===== src/rtl/timer_display.sv =====
// ---------------------------------------------------------------------------
// timer_display
//
// Purpose:
//   Takes the game's remaining-seconds count and shows it as MM:SS on four
//   active-low 7-segment digits. The binary value is split into minutes and
//   seconds, and then into BCD digits. This is done by a small FSM that
//   repeatedly subtracts, so no divider is needed. A conversion starts only
//   when the input value changes. During the low-time warning window the
//   display blinks once per second pulse. When the value reaches zero, a
//   steady "00:00" is shown and the expired flag is raised.
//
// Ports:
//   Clk        in   system clock (50 MHz)
//   Reset_n    in   asynchronous active-low reset
//   sec        in   one-cycle pulse per second, used only for blinking
//   counter_in in   remaining seconds, unsigned, CNT_W bits
//   HEX3..HEX0 out  active-low segments {g,f,e,d,c,b,a}:
//                   minutes tens, minutes ones, seconds tens, seconds ones
//   done       out  one-cycle pulse when new digits have been registered
//   busy       out  high while the converter FSM is not idle
//   expired    out  the displayed value is zero
//   clamped    out  the last converted input was above MAX_SEC
// ---------------------------------------------------------------------------
module timer_display #(
    parameter int CNT_W    = 32,
    parameter int MAX_SEC  = 5999,
    parameter int WARN_SEC = 10
) (
    input  logic             Clk,
    input  logic             Reset_n,
    input  logic             sec,
    input  logic [CNT_W-1:0] counter_in,
    output logic [6:0]       HEX3,
    output logic [6:0]       HEX2,
    output logic [6:0]       HEX1,
    output logic [6:0]       HEX0,
    output logic             done,
    output logic             busy,
    output logic             expired,
    output logic             clamped
);

    localparam logic [CNT_W-1:0] MAX_CNT  = CNT_W'(MAX_SEC);
    localparam logic [12:0]      MAX_13   = 13'(MAX_SEC);
    localparam logic [12:0]      WARN_13  = 13'(WARN_SEC);
    localparam logic [6:0]       SEG_OFF  = 7'h7F;

    typedef enum logic [2:0] {
        S_IDLE,
        S_LOAD,
        S_DIV60,
        S_BCD_M,
        S_BCD_S,
        S_DONE
    } state_t;

    state_t           r_state;
    state_t           w_stateNext;

    logic [CNT_W-1:0] r_lastVal;
    logic [CNT_W-1:0] r_snap;
    logic [12:0]      r_rem;
    logic [6:0]       r_mins;
    logic [3:0]       r_mt;
    logic [3:0]       r_st;
    logic             r_clampN;
    logic [12:0]      r_valC;
    logic [12:0]      r_dispVal;
    logic [3:0]       r_dig3;
    logic [3:0]       r_dig2;
    logic [3:0]       r_dig1;
    logic [3:0]       r_dig0;
    logic             r_valid;
    logic             r_done;
    logic             r_busy;
    logic             r_expired;
    logic             r_clamped;
    logic             r_blink;

    logic             w_over;
    logic [12:0]      w_clampVal;
    logic             w_warn;
    logic             w_blank;

    // Active-low segment pattern for a BCD digit; anything else is blank.
    function automatic logic [6:0] seg7(input logic [3:0] d);
        logic [6:0] s;
        case (d)
            4'd0:    s = 7'h40;
            4'd1:    s = 7'h79;
            4'd2:    s = 7'h24;
            4'd3:    s = 7'h30;
            4'd4:    s = 7'h19;
            4'd5:    s = 7'h12;
            4'd6:    s = 7'h02;
            4'd7:    s = 7'h78;
            4'd8:    s = 7'h00;
            4'd9:    s = 7'h10;
            default: s = SEG_OFF;
        endcase
        return s;
    endfunction

    // The clamp compare uses the full input width, so very large counts
    // saturate at MAX_SEC and do not wrap into the 13-bit remainder.
    assign w_over     = (r_snap > MAX_CNT);
    assign w_clampVal = w_over ? MAX_13 : r_snap[12:0];

    // The warning window is based on what is shown, not on the raw input.
    assign w_warn  = (r_dispVal != 13'd0) && (r_dispVal <= WARN_13);
    assign w_blank = !r_valid || r_blink;

    // FSM state register.
    always_ff @(posedge Clk or negedge Reset_n) begin
        if (!Reset_n) begin
            r_state <= S_IDLE;
        end else begin
            r_state <= w_stateNext;
        end
    end

    // Next-state logic. Each subtract state stays put until its operand
    // drops below the divisor, so the cycle count scales with the digit value.
    always_comb begin
        w_stateNext = r_state;
        case (r_state)
            S_IDLE:  if (counter_in != r_lastVal) w_stateNext = S_LOAD;
            S_LOAD:  w_stateNext = S_DIV60;
            S_DIV60: if (r_rem < 13'd60) w_stateNext = S_BCD_M;
            S_BCD_M: if (r_mins < 7'd10) w_stateNext = S_BCD_S;
            S_BCD_S: if (r_rem < 13'd10) w_stateNext = S_DONE;
            S_DONE:  w_stateNext = S_IDLE;
            default: w_stateNext = S_IDLE;
        endcase
    end

    // Conversion datapath and output registers. r_lastVal resets to all ones
    // so the first value seen after reset always triggers a conversion. The
    // digits are only loaded in DONE, so a reset part-way through a conversion
    // can never expose partial results.
    always_ff @(posedge Clk or negedge Reset_n) begin
        if (!Reset_n) begin
            r_lastVal <= '1;
            r_snap    <= '0;
            r_rem     <= '0;
            r_mins    <= '0;
            r_mt      <= '0;
            r_st      <= '0;
            r_clampN  <= 1'b0;
            r_valC    <= '0;
            r_dispVal <= '0;
            r_dig3    <= '0;
            r_dig2    <= '0;
            r_dig1    <= '0;
            r_dig0    <= '0;
            r_valid   <= 1'b0;
            r_done    <= 1'b0;
            r_busy    <= 1'b0;
            r_expired <= 1'b0;
            r_clamped <= 1'b0;
        end else begin
            r_done <= (r_state == S_DONE);
            r_busy <= (w_stateNext != S_IDLE);
            case (r_state)
                S_IDLE: begin
                    if (counter_in != r_lastVal) begin
                        r_snap    <= counter_in;
                        r_lastVal <= counter_in;
                    end
                end
                S_LOAD: begin
                    r_rem    <= w_clampVal;
                    r_valC   <= w_clampVal;
                    r_mins   <= '0;
                    r_mt     <= '0;
                    r_st     <= '0;
                    r_clampN <= w_over;
                end
                S_DIV60: begin
                    if (r_rem >= 13'd60) begin
                        r_rem  <= r_rem - 13'd60;
                        r_mins <= r_mins + 7'd1;
                    end
                end
                S_BCD_M: begin
                    if (r_mins >= 7'd10) begin
                        r_mins <= r_mins - 7'd10;
                        r_mt   <= r_mt + 4'd1;
                    end
                end
                S_BCD_S: begin
                    if (r_rem >= 13'd10) begin
                        r_rem <= r_rem - 13'd10;
                        r_st  <= r_st + 4'd1;
                    end
                end
                S_DONE: begin
                    r_dig3    <= r_mt;
                    r_dig2    <= r_mins[3:0];
                    r_dig1    <= r_st;
                    r_dig0    <= r_rem[3:0];
                    r_valid   <= 1'b1;
                    r_clamped <= r_clampN;
                    r_expired <= (r_valC == 13'd0);
                    r_dispVal <= r_valC;
                end
                default: ;
            endcase
        end
    end

    // Blink phase. It toggles on each second pulse while inside the warning
    // window. It uses the warn state before any update landing in the same
    // cycle, and it clears one clock after leaving the window, so zero shows
    // steadily.
    always_ff @(posedge Clk or negedge Reset_n) begin
        if (!Reset_n) begin
            r_blink <= 1'b0;
        end else if (!w_warn) begin
            r_blink <= 1'b0;
        end else if (sec) begin
            r_blink <= ~r_blink;
        end
    end

    assign HEX3    = w_blank ? SEG_OFF : seg7(r_dig3);
    assign HEX2    = w_blank ? SEG_OFF : seg7(r_dig2);
    assign HEX1    = w_blank ? SEG_OFF : seg7(r_dig1);
    assign HEX0    = w_blank ? SEG_OFF : seg7(r_dig0);
    assign done    = r_done;
    assign busy    = r_busy;
    assign expired = r_expired;
    assign clamped = r_clamped;

endmodule


===== config.mk =====
export PLATFORM = sky130hd
export DESIGN_NAME = timer_display
export DESIGN_NICKNAME = d
export VERILOG_FILES = /design/src/rtl/timer_display.sv
export SDC_FILE = /design/constraint.sdc
export NUM_CORES = 1
export LEC_CHECK = 0
export ABC_CLOCK_PERIOD_IN_PS = 2900
export BUFFER_PORTS_ARGS = -buffer_cell sky130_fd_sc_hd__buf_2
export CORE_ASPECT_RATIO = 0.8
export CORE_MARGIN = 2
export CORE_UTILIZATION = 60
export CTS_CLUSTER_SIZE = 24
export DETAILED_ROUTE_END_ITERATION = 7
export PLACE_DENSITY = 0.82
export SLEW_MARGIN = 5
export SYNTH_ARGS = -nofsm -noshare
export SYNTH_HDL_FRONTEND = slang
export SYNTH_SLANG_ARGS = --single-unit

===== constraint.sdc =====
create_clock -name Clk -period 2.9 [get_ports Clk]
set_input_delay 0.145 -clock Clk [delete_from_list [all_inputs] [get_ports Clk]]
set_output_delay 0.145 -clock Clk [all_outputs]
set_load 0.01 [all_outputs]

==> results.py, run 1 <==
metrics = {
    "run_status": {
        "status": "complete, but fails checks",
        "violations": "DRC",
    },
    "logic_synthesis": {
        "synth_top_cell_area_share": 0.3645,
        "synth-edff-count": 0,
        "syn_area_sq_um": 7690,
        "synth.top_cells.by_area": "dfrtp_1, dfstp_2, mux2_1, nand2_1, ha_1",
        "synth_top_area_cell": "dfrtp_1",
        "async_flop_share": 1.000,
        "syn_inst": 766,
        "synthFlopType": "dfrtp_1",
        "ys_warn_count": 0,
        "yosysUniqueCellTypes": 66,
        "synth_nets": 831,
        "ys_seq_elements": 144,
        "seq_area_frac_synth": 0.4738,
        "postSynthAreaPerCell_sq_um": 10.04,
    },
    "floorplanning": {
        "placementRows": 36,
        "initial_utilization": 0.6231,
        "die_h_um": 105.3,
        "pin_count": 67,
        "dieArea_sq_um": 13740,
        "die_w_um": 130.6,
        "core_area_sq_um": 12340,
    },
    "pwr": {
        "comb_power_share": 0.243,
        "power_mw": 7.689,
        "leakage_nw": 4.139,
        "vdd_drop_max_mv": 0.5231,
        "switchingPower_mw": 2.515,
        "switching_share": 0.3272,
        "p_clk_frac": 0.303,
        "pwr_density_cell_nw_per_um2": 850.1,
        "p_seq_frac": 0.454,
        "p_int_mw": 5.173,
    },
    "clock_network": {
        "clock_latency_ps": 420,
        "cts_resized": 0,
        "cts.sinks": 144,
        "cts_root_buffer": "clkbuf_16",
        "htree_num_levels": 4,
        "clock_path_buffers": 2,
        "cts_buffers": 17,
        "cts_tree": "done",
        "clk_pin_slew_ps": 60,
    },
    "critical_path": {
        "path_cells": "inv_1 -> ha_1 -> and2b_1 -> and4bb_2 -> a211oi_1 -> o311a_1 -> buf_4 -> mux2_1",
        "crit_cells": 8,
        "worstRegToRegCells": 8,
        "crit_arrival_ps": 2810,
        "critPathCaptureType": "flop",
        "crit_type": "flop to flop",
        "path_buf_inv": 2,
        "crit_slowest_cell": "dfrtp_1",
        "required_ps": 3200,
        "critPathMaxStageDelay_ps": 440,
        "worstPathMaxFanout": 21,
        "cpLargestDelayFamily": "simple AND/OR/NAND/NOR gates",
        "start_kind": "flop",
    },
    "drt": {
        "drt_iter0_drc": 749,
        "num_vias": 6279,
        "vias_per_cell": 6.073,
        "dr.pass1.iters": 8,
        "wl_per_cell_um": 18.27,
        "ant_nets": 0,
        "drcViolationCount": 1,
        "routed_wl_mm": 18.90,
    },
    "sta": {
        "fmaxAchievable_ghz": 0.3973,
        "final.setup.tns_ps": 0,
        "setup_viol": 0,
        "tightest_slew_ps": 784.1,
        "period_needed_ps": 2517,
        "final_max_slew_viol_count": 0,
        "rsz0062_at_grt": "false",
        "fin_crit_sh": 0.8680,
        "finClkSkew_ps": 6.309,
        "hold_violations": 0,
        "timing.slew.headroom": 0.4772,
    },
    "grt": {
        "grt_pass1_vias": 6228,
        "antenna_found_initial": 0,
        "grt_use_total": 0.2880,
        "gr-total-overflow": 0,
        "grt_first_pass_wirelength_mm": 30.92,
        "grt_max_degree": 86,
    },
    "cells_and_area": {
        "fillers": 829,
        "n_antenna_cell": 0,
        "nets": 915,
        "drive_gt1_frac": 0.1877,
        "area.growth.synth_to_final_pct": 17.62,
    },
    "min_path": {
        "worstHoldPathType": "input pin to flop",
        "min_path_cells": 2,
    },
    "placement": {
        "gp_congestion": 0.9380,
        "hpwl_mm": 12.15,
        "portBuffers": 66,
    },
    "run": {
        "maxCapViolCount": 0,
    },
}
## worst paths after layout
| kind | start | end | slack [ps] |
|---|---|---|---|
| setup reg to reg | r_rem[2] | r_rem[12] | 380 |
| min in group asynchronous | Reset_n | r_snap[16] | 370 |
| hold / removal | counter_in[10] | r_snap[10] | 10 |
| max in group asynchronous | Reset_n | r_lastVal[24] | 1650 |
| hold reg to reg | r_valid | r_valid | 460 |
| setup / recovery | r_rem[2] | r_rem[12] | 380 |
## cells in the mapped netlist, types with 3 or more instances
cell,n
mux2_1,65
nor4_1,16
o21ai_0,44
nor2_1,55
nand4_1,12
nand2b_1,15
nor2b_1,5
inv_2,3
a22o_1,5
a21oi_1,39
nand2_1,105
o22ai_1,13
a22oi_1,5
and3_1,4
buf_4,4
o22a_1,8
a31oi_1,7
a21o_1,5
buf_2,9
buf_6,4
clkbuf_1,23
dfstp_2,32
mux2_2,4
or2_2,4
o21ai_1,7
nor3_1,12
o221ai_1,4
inv_1,25
ha_1,30
dfrtp_1,112
nand3_1,9
xor2_1,38
## placed cells by master (no fill, tap or decap), types with 13 or more instances in the layout
| cell | synthesis | final |
|---|---|---|
| a21oi_1 | 39 | 39 |
| buf_2 | 9 | 65 |
| clkbuf_16 | 0 | 17 |
| dfrtp_1 | 112 | 112 |
| dfstp_2 | 32 | 32 |
| dlygate4sd3_1 | 0 | 30 |
| ha_1 | 30 | 30 |
| inv_1 | 25 | 25 |
| mux2_1 | 65 | 65 |
| nand2_1 | 105 | 105 |
| nand2b_1 | 15 | 15 |
| nor2_1 | 55 | 55 |
| nor4_1 | 16 | 16 |
| o21ai_0 | 44 | 44 |
| o22ai_1 | 13 | 13 |
| xor2_1 | 38 | 38 |
## cells by family (layout without fill, tap and decap cells)
| group | count (synthesis) | count (layout) | synth area share |
|---|---|---|---|
| AO/OA/AOI/OAI | 156 | 156 | 0.1279 |
| flip-flops | 144 | 144 | 0.4738 |
| AND/OR/NAND/NOR | 257 | 257 | 0.1612 |
| adder cells (fa/ha/maj) | 30 | 30 | 0.04881 |
| buffers and inverters | 70 | 167 | 0.04149 |
| XOR/XNOR | 39 | 39 | 0.04442 |
| multiplexers | 70 | 70 | 0.1023 |
## layer usage
metal,vias up,GRT usage,part of all wire
li1,2859,-,-
met1,3069,0.3766,0.41
met2,287,0.4762,0.49
met3,64,0.06294,0.068
met4,0,0.09802,0.027
met5,-,0,0
## timing repair
action / 4_1_cts / 5_1_grt
hold endpoints to repair: 112 / 1
hold buffers: 29 / 1
setup buffers: 0 / 0
## worst reg2reg max path, delay by kind of cell, from the launching register on
kind                       cells  cell delay, ps
buffers and inverters          2             370
and+or+nand+nor                2             610
DFF                            1             440
adders and majority gates      1             220
muxes                          1             360
AOI/OAI and AO/OA              2             400
## cell type report
class | count | area, sq um | area share
Clock buffer | 22 | 464.2 | 0.05132
Clock inverter | 10 | 158.9 | 0.01757
Inverter | 28 | 105.1 | 0.01162
Multi-Input combinational cell | 552 | 3727 | 0.4121
Sequential cell | 144 | 3643 | 0.4028
Tap cell | 171 | 214.0 | 0.02365
Timing Repair Buffer | 107 | 732.0 | 0.08092
## registers in the layout, indices dropped and copies added (netlist names), 3 cells and up
| register | count |
|---|---|
| r_state | 3 |
| r_snap | 32 |
| r_dig1 | 4 |
| r_mins | 7 |
| r_dispVal | 13 |
| r_rem | 13 |
| r_dig2 | 4 |
| r_dig0 | 4 |
| r_valC | 13 |
| r_lastVal | 32 |
| r_st | 4 |
| r_mt | 4 |
| r_dig3 | 4 |
## power groups by stage
stage	sequential (mW)	clock (mW)	combinational (mW)
after floorplan	3.17	0	1.50
after global placement	3.39	0	1.66
after detailed placement	3.46	0	1.78
after CTS	3.44	2.33	1.84
after global routing	3.55	2.43	2.07
final	3.49	2.33	1.87
## stage by stage
step	worst slack, ps	cell area (sq um)	hold slack, ps	std cells	util
floorplan	794.8	7690	-150.6	766	-
finish	382.8	9045	13.49	1034	0.7329
global route	246.6	9045	10.12	1034	0.7329
detailed placement	437.9	8122	251.4	972	0.6580
CTS	411.6	9035	1.555	1033	0.7321
global placement	539.7	8122	242.6	972	0.6580
(Power assumes the default switching activity.)
==> run 2, diff against run 1 <==
Settings changed: CORE_UTILIZATION 60 to 55, PLACE_DENSITY 0.82 to 0.76.
==> results.py, run 2 (synthesis gave the netlist of run 1 again) <==
metrics = {
    "cells_and_area": {
        "area.growth.synth_to_final_pct": 17.78,
        "drive_gt1_frac": 0.1912,
        "largestRegisters": "r_lastVal x32, r_snap x32",
        "n_antenna_cell": 0,
        "final_cell_mix": "dfrtp_1, nand2_1, mux2_1, buf_2, nor2_1",
        "nets": 915,
        "layout_commonest_cell": "dfrtp_1",
        "postLayoutCoreUtil": 0.6661,
    },
    "grt": {
        "grt_pass1_vias": 5966,
        "grt_max_degree": 91,
        "antenna_found_initial": 0,
        "gr-total-overflow": 0,
        "grt_use_total": 0.2530,
        "grt_first_pass_wirelength_mm": 29.41,
    },
    "critical_path": {
        "path_buf_inv": 2,
        "required_ps": 3240,
        "crit_slowest_cell": "o311a_1",
        "critPathMaxStageDelay_ps": 500,
        "cpLargestDelayFamily": "compound AO/OA/AOI/OAI gates",
        "crit_path_start": "r_rem[1]",
        "path_cells": "inv_1 -> ha_1 -> and2b_1 -> and4bb_2 -> a211oi_1 -> o311a_1 -> buf_4 -> nor2_1 -> a31oi_1",
        "start_kind": "flop",
        "worstPathMaxFanout": 12,
        "crit_type": "flop to flop",
        "rr_startpoint": "r_rem[1]",
        "crit_arrival_ps": 2990,
        "critPathCaptureType": "flop",
    },
    "sta": {
        "finClkSkew_ps": 8.938,
        "timing.slew.headroom": 0.4647,
        "fin_crit_sh": 0.9146,
        "final_max_slew_viol_count": 0,
        "period_needed_ps": 2652,
        "hold_violations": 0,
        "tightest_slew_ps": 802.9,
        "setup_viol": 0,
        "final.setup.tns_ps": 0,
        "fmaxAchievable_ghz": 0.3770,
        "rsz0062_at_grt": "false",
    },
    "placement": {
        "portBuffers": 66,
        "gp_congestion": 0.8686,
        "hpwl_mm": 12.14,
    },
    "run_status": {
        "status": "finished clean",
    },
    "floorplanning": {
        "pin_count": 67,
        "placementRows": 38,
        "core_area_sq_um": 13600,
        "dieArea_sq_um": 14950,
        "initial_utilization": 0.5655,
        "die_w_um": 136.2,
        "die_h_um": 109.8,
    },
    "drt": {
        "drt_iter0_drc": 543,
        "vias_per_cell": 5.817,
        "drcViolationCount": 0,
        "routed_wl_mm": 17.69,
        "ant_nets": 0,
        "num_vias": 6067,
        "dr.pass1.iters": 6,
        "wl_per_cell_um": 16.96,
    },
    "clock_network": {
        "htree_num_levels": 4,
        "cts.sinks": 144,
        "clock_latency_ps": 420,
        "cts_root_buffer": "clkbuf_16",
        "cts_setup_buffers": 0,
        "clk_pin_slew_ps": 60,
        "clock_path_buffers": 2,
        "cts_buffers": 17,
        "cts_tree": "done",
    },
    "pwr": {
        "vdd_drop_max_mv": 0.5263,
        "leakage_nw": 4.139,
        "pwr_density_cell_nw_per_um2": 838.0,
    },
    "min_path": {
        "worstHoldPathType": "input pin to flop",
        "min_from": "counter_in[12]",
    },
    "run": {
        "maxCapViolCount": 0,
    },
}
-- run 2: cell types whose count changed in the layout (fill, tap and decap cells not counted), sizes merged --
cell         delta
clkinvlp        +1
clkinv          +1
clkbuf          -3
buf             +1
dlygate4sd3     -1
inv             +1
-- run 2: routing by layer --
layer,wire [um],GRT usage,share of wire,vias to the layer above
li1,-,-,-,2860
met1,7974,0.3435,0.45,2976
met2,8424,0.4124,0.48,205
met3,1004,0.04657,0.057,26
met4,287,0.08482,0.016,0
met5,0,0,0,-
-- run 2: cell type report --
class / instances / area, sq um
tap: 180 / 225.2
clock buffer: 19 / 442.9
multi-input combinational: 552 / 3727
timing repair buffer: 107 / 729.5
clock inverter: 13 / 183.9
inverter: 28 / 105.1
sequential: 144 / 3643
fill: 1018 / 4541
-- run 2: power breakdown --
| part | total, mW | leakage, nW | switching [mW] | internal, mW |
|---|---|---|---|---|
| Combinational | 1.83 | 2.14 | 0.926 | 0.900 |
| Sequential | 3.44 | 1.69 | 0.655 | 2.79 |
| Clock | 2.32 | 0.300 | 0.859 | 1.46 |
-- run 2: timing repair --
action,4_1_cts,5_1_grt
hold endpoints to repair,121,0
hold buffers,29,0
gates resized for setup,0,0
endpoints found under the setup margin,0,0
-- run 2: worst paths after layout --
kind / endpoint / slack, ps / cells after the start
max: r_rem[6] / 250 / 9
min: r_snap[12] / 10 / 2
max reg2reg: r_rem[6] / 250 / 9
min reg2reg: r_valid / 460 / 1
max in group asynchronous: r_lastVal[17] / 1690 / 3
min in group asynchronous: r_snap[13] / 350 / 2
-- run 2: per-stage QoR --
stage          cells  total power, mW  hold WS [ps]  worst slack [ps]  cell area (sq um)
3_5_place_dp     982            5.211         262.9             313.9               8140
3_3_place_gp     982            5.081         264.2             415.3               8140
6_report        1043            7.591         9.823             247.7               9057
5_1_grt         1043            8.007         16.05             82.03               9057
4_1_cts         1043            7.598       0.07794             270.4               9057
2_1_floorplan    766            4.669        -150.6             794.8               7690
==> run 3, diff against run 2 <==
Settings changed: CTS_BUF_LIST from default to sky130_fd_sc_hd__clkbuf_16.
==> results.py, run 3 (synthesis gave the netlist of run 1 again) <==
metrics = {
    "critical_path": {
        "critPathCaptureType": "flop",
        "path_buf_inv": 2,
        "worstPathMaxFanout": 12,
        "path_cells": "inv_1 -> ha_1 -> and2b_1 -> and4bb_2 -> a211oi_1 -> o311a_1 -> buf_4 -> nor2_1 -> a31oi_1",
        "cpLargestDelayFamily": "compound AO/OA/AOI/OAI gates",
        "required_ps": 3240,
        "crit_slowest_cell": "o311a_1",
        "crit_arrival_ps": 3000,
        "crit_type": "flop to flop",
        "start_kind": "flop",
        "critPathMaxStageDelay_ps": 500,
    },
    "sta": {
        "hold_violations": 0,
        "rsz0062_at_grt": "false",
        "period_needed_ps": 2660,
        "setup_viol": 0,
        "final.setup.tns_ps": 0,
        "fin_crit_sh": 0.9171,
        "final_max_slew_viol_count": 0,
        "timing.slew.headroom": 0.4617,
        "finClkSkew_ps": 8.955,
        "fmaxAchievable_ghz": 0.3760,
        "fin_ws_ps": 240.4,
        "tightest_slew_ps": 807.5,
    },
    "pwr": {
        "leakage_nw": 4.137,
        "power_mw": 7.569,
        "vdd_drop_max_mv": 0.5267,
        "pwr_density_cell_nw_per_um2": 836.6,
    },
    "clock_network": {
        "clock_latency_ps": 420,
        "cts_resized": 0,
        "cts_tree": "done",
        "cts.sinks": 144,
        "cts_root_buffer": "clkbuf_16",
        "clk_pin_slew_ps": 60,
        "htree_num_levels": 4,
        "cts_setup_buffers": 0,
        "clock_path_buffers": 2,
        "cts_buffers": 17,
    },
    "drt": {
        "drcViolationCount": 0,
        "dr.pass1.iters": 7,
        "vias_per_cell": 5.836,
        "drt_iter0_drc": 553,
        "routed_wl_mm": 17.75,
        "num_vias": 6087,
        "ant_nets": 0,
        "wl_per_cell_um": 17.02,
    },
    "grt": {
        "grt_pass1_vias": 5965,
        "gr-total-overflow": 0,
        "antenna_found_initial": 0,
        "grt_use_total": 0.2530,
        "grt_max_degree": 91,
        "grt_first_pass_wirelength_mm": 29.41,
    },
    "floorplanning": {
        "pin_count": 67,
        "initial_utilization": 0.5655,
        "placementRows": 38,
        "die_h_um": 109.8,
        "core_area_sq_um": 13600,
        "dieArea_sq_um": 14950,
        "die_w_um": 136.2,
    },
    "placement": {
        "dp_slack_ps": 313.9,
        "hpwl_mm": 12.14,
        "portBuffers": 66,
        "dpl-instance-area_sq_um": 8140,
        "gp_congestion": 0.8686,
    },
    "cells_and_area": {
        "seq_area_sq_um": 3643,
        "nets": 915,
        "layout_commonest_cell": "dfrtp_1",
        "fillers": 1021,
        "drive_gt1_frac": 0.1900,
        "multiInputGateArea_sq_um": 3727,
        "final_cell_mix": "dfrtp_1, nand2_1, mux2_1, buf_2, nor2_1",
        "area.growth.synth_to_final_pct": 17.65,
        "final_area_sq_um": 9047,
        "n_antenna_cell": 0,
        "largestRegisters": "r_lastVal x32, r_snap x32",
    },
    "run": {
        "maxCapViolCount": 0,
    },
    "min_path": {
        "worstHoldPathType": "input pin to flop",
    },
    "run_status": {
        "status": "finished clean",
    },
}
run 3: cell types whose count changed in the layout (fill, tap and decap cells not counted), sizes merged:
cell,delta
clkbuf,-2
clkinv,+1
inv,+1
run 3: worst register-to-register path: cells and delay by family (launching register included):
family                   cells  cell delay (ps)
buffers and inverters        2              370
AND/OR/NAND/NOR              3              650
flip-flops                   1              450
AO/OA/AOI/OAI                3              890
adder cells (fa/ha/maj)      1              220
run 3: final timing paths:
| path | slack (ps) | depth (start not counted) | startpoint | to |
|---|---|---|---|---|
| setup / recovery | 240 | 9 | r_rem[1] | r_rem[6] |
| hold / removal | 8 | 2 | counter_in[12] | r_snap[12] |
| setup reg to reg | 240 | 9 | r_rem[1] | r_rem[6] |
| hold reg to reg | 460 | 1 | r_valid | r_valid |
| max in group asynchronous | 1670 | 3 | Reset_n | r_lastVal[17] |
| min in group asynchronous | 360 | 2 | Reset_n | r_dispVal[11] |
run 3: area by class of cell:
cell class                      count  share of cell area
Inverter                           28             0.01162
Tap cell                          180             0.02489
Clock inverter                     15             0.02116
Sequential cell                   144              0.4027
Multi-Input combinational cell    552              0.4120
Timing Repair Buffer              107             0.08063
Clock buffer                       17             0.04702
run 3: per-layer routing:
metal / wire length [um] / global-route usage
met1: 8020 / 0.3435
met2: 8462 / 0.4124
met3: 942 / 0.04657
met4: 323 / 0.08482
met5: 0 / 0
run 3: timing repair:
item                                   CTS  global route
endpoints found under the hold margin  121             0
setup endpoints to repair                0             0
hold buffers                            29             0
run 3: where the power goes:
| group | internal [mW] | switching, mW |
|---|---|---|
| Combinational | 0.900 | 0.928 |
| Clock | 1.43 | 0.858 |
| Sequential | 2.79 | 0.662 |
run 3: through the flow:
stage	util	hold WS, ps	cells
floorplan	-	-150.6	766
global placement	0.5986	264.2	982
detailed placement	0.5986	262.9	982
CTS	0.6653	0.07794	1043
global route	0.6653	16.05	1043
finish	0.6653	8.367	1043
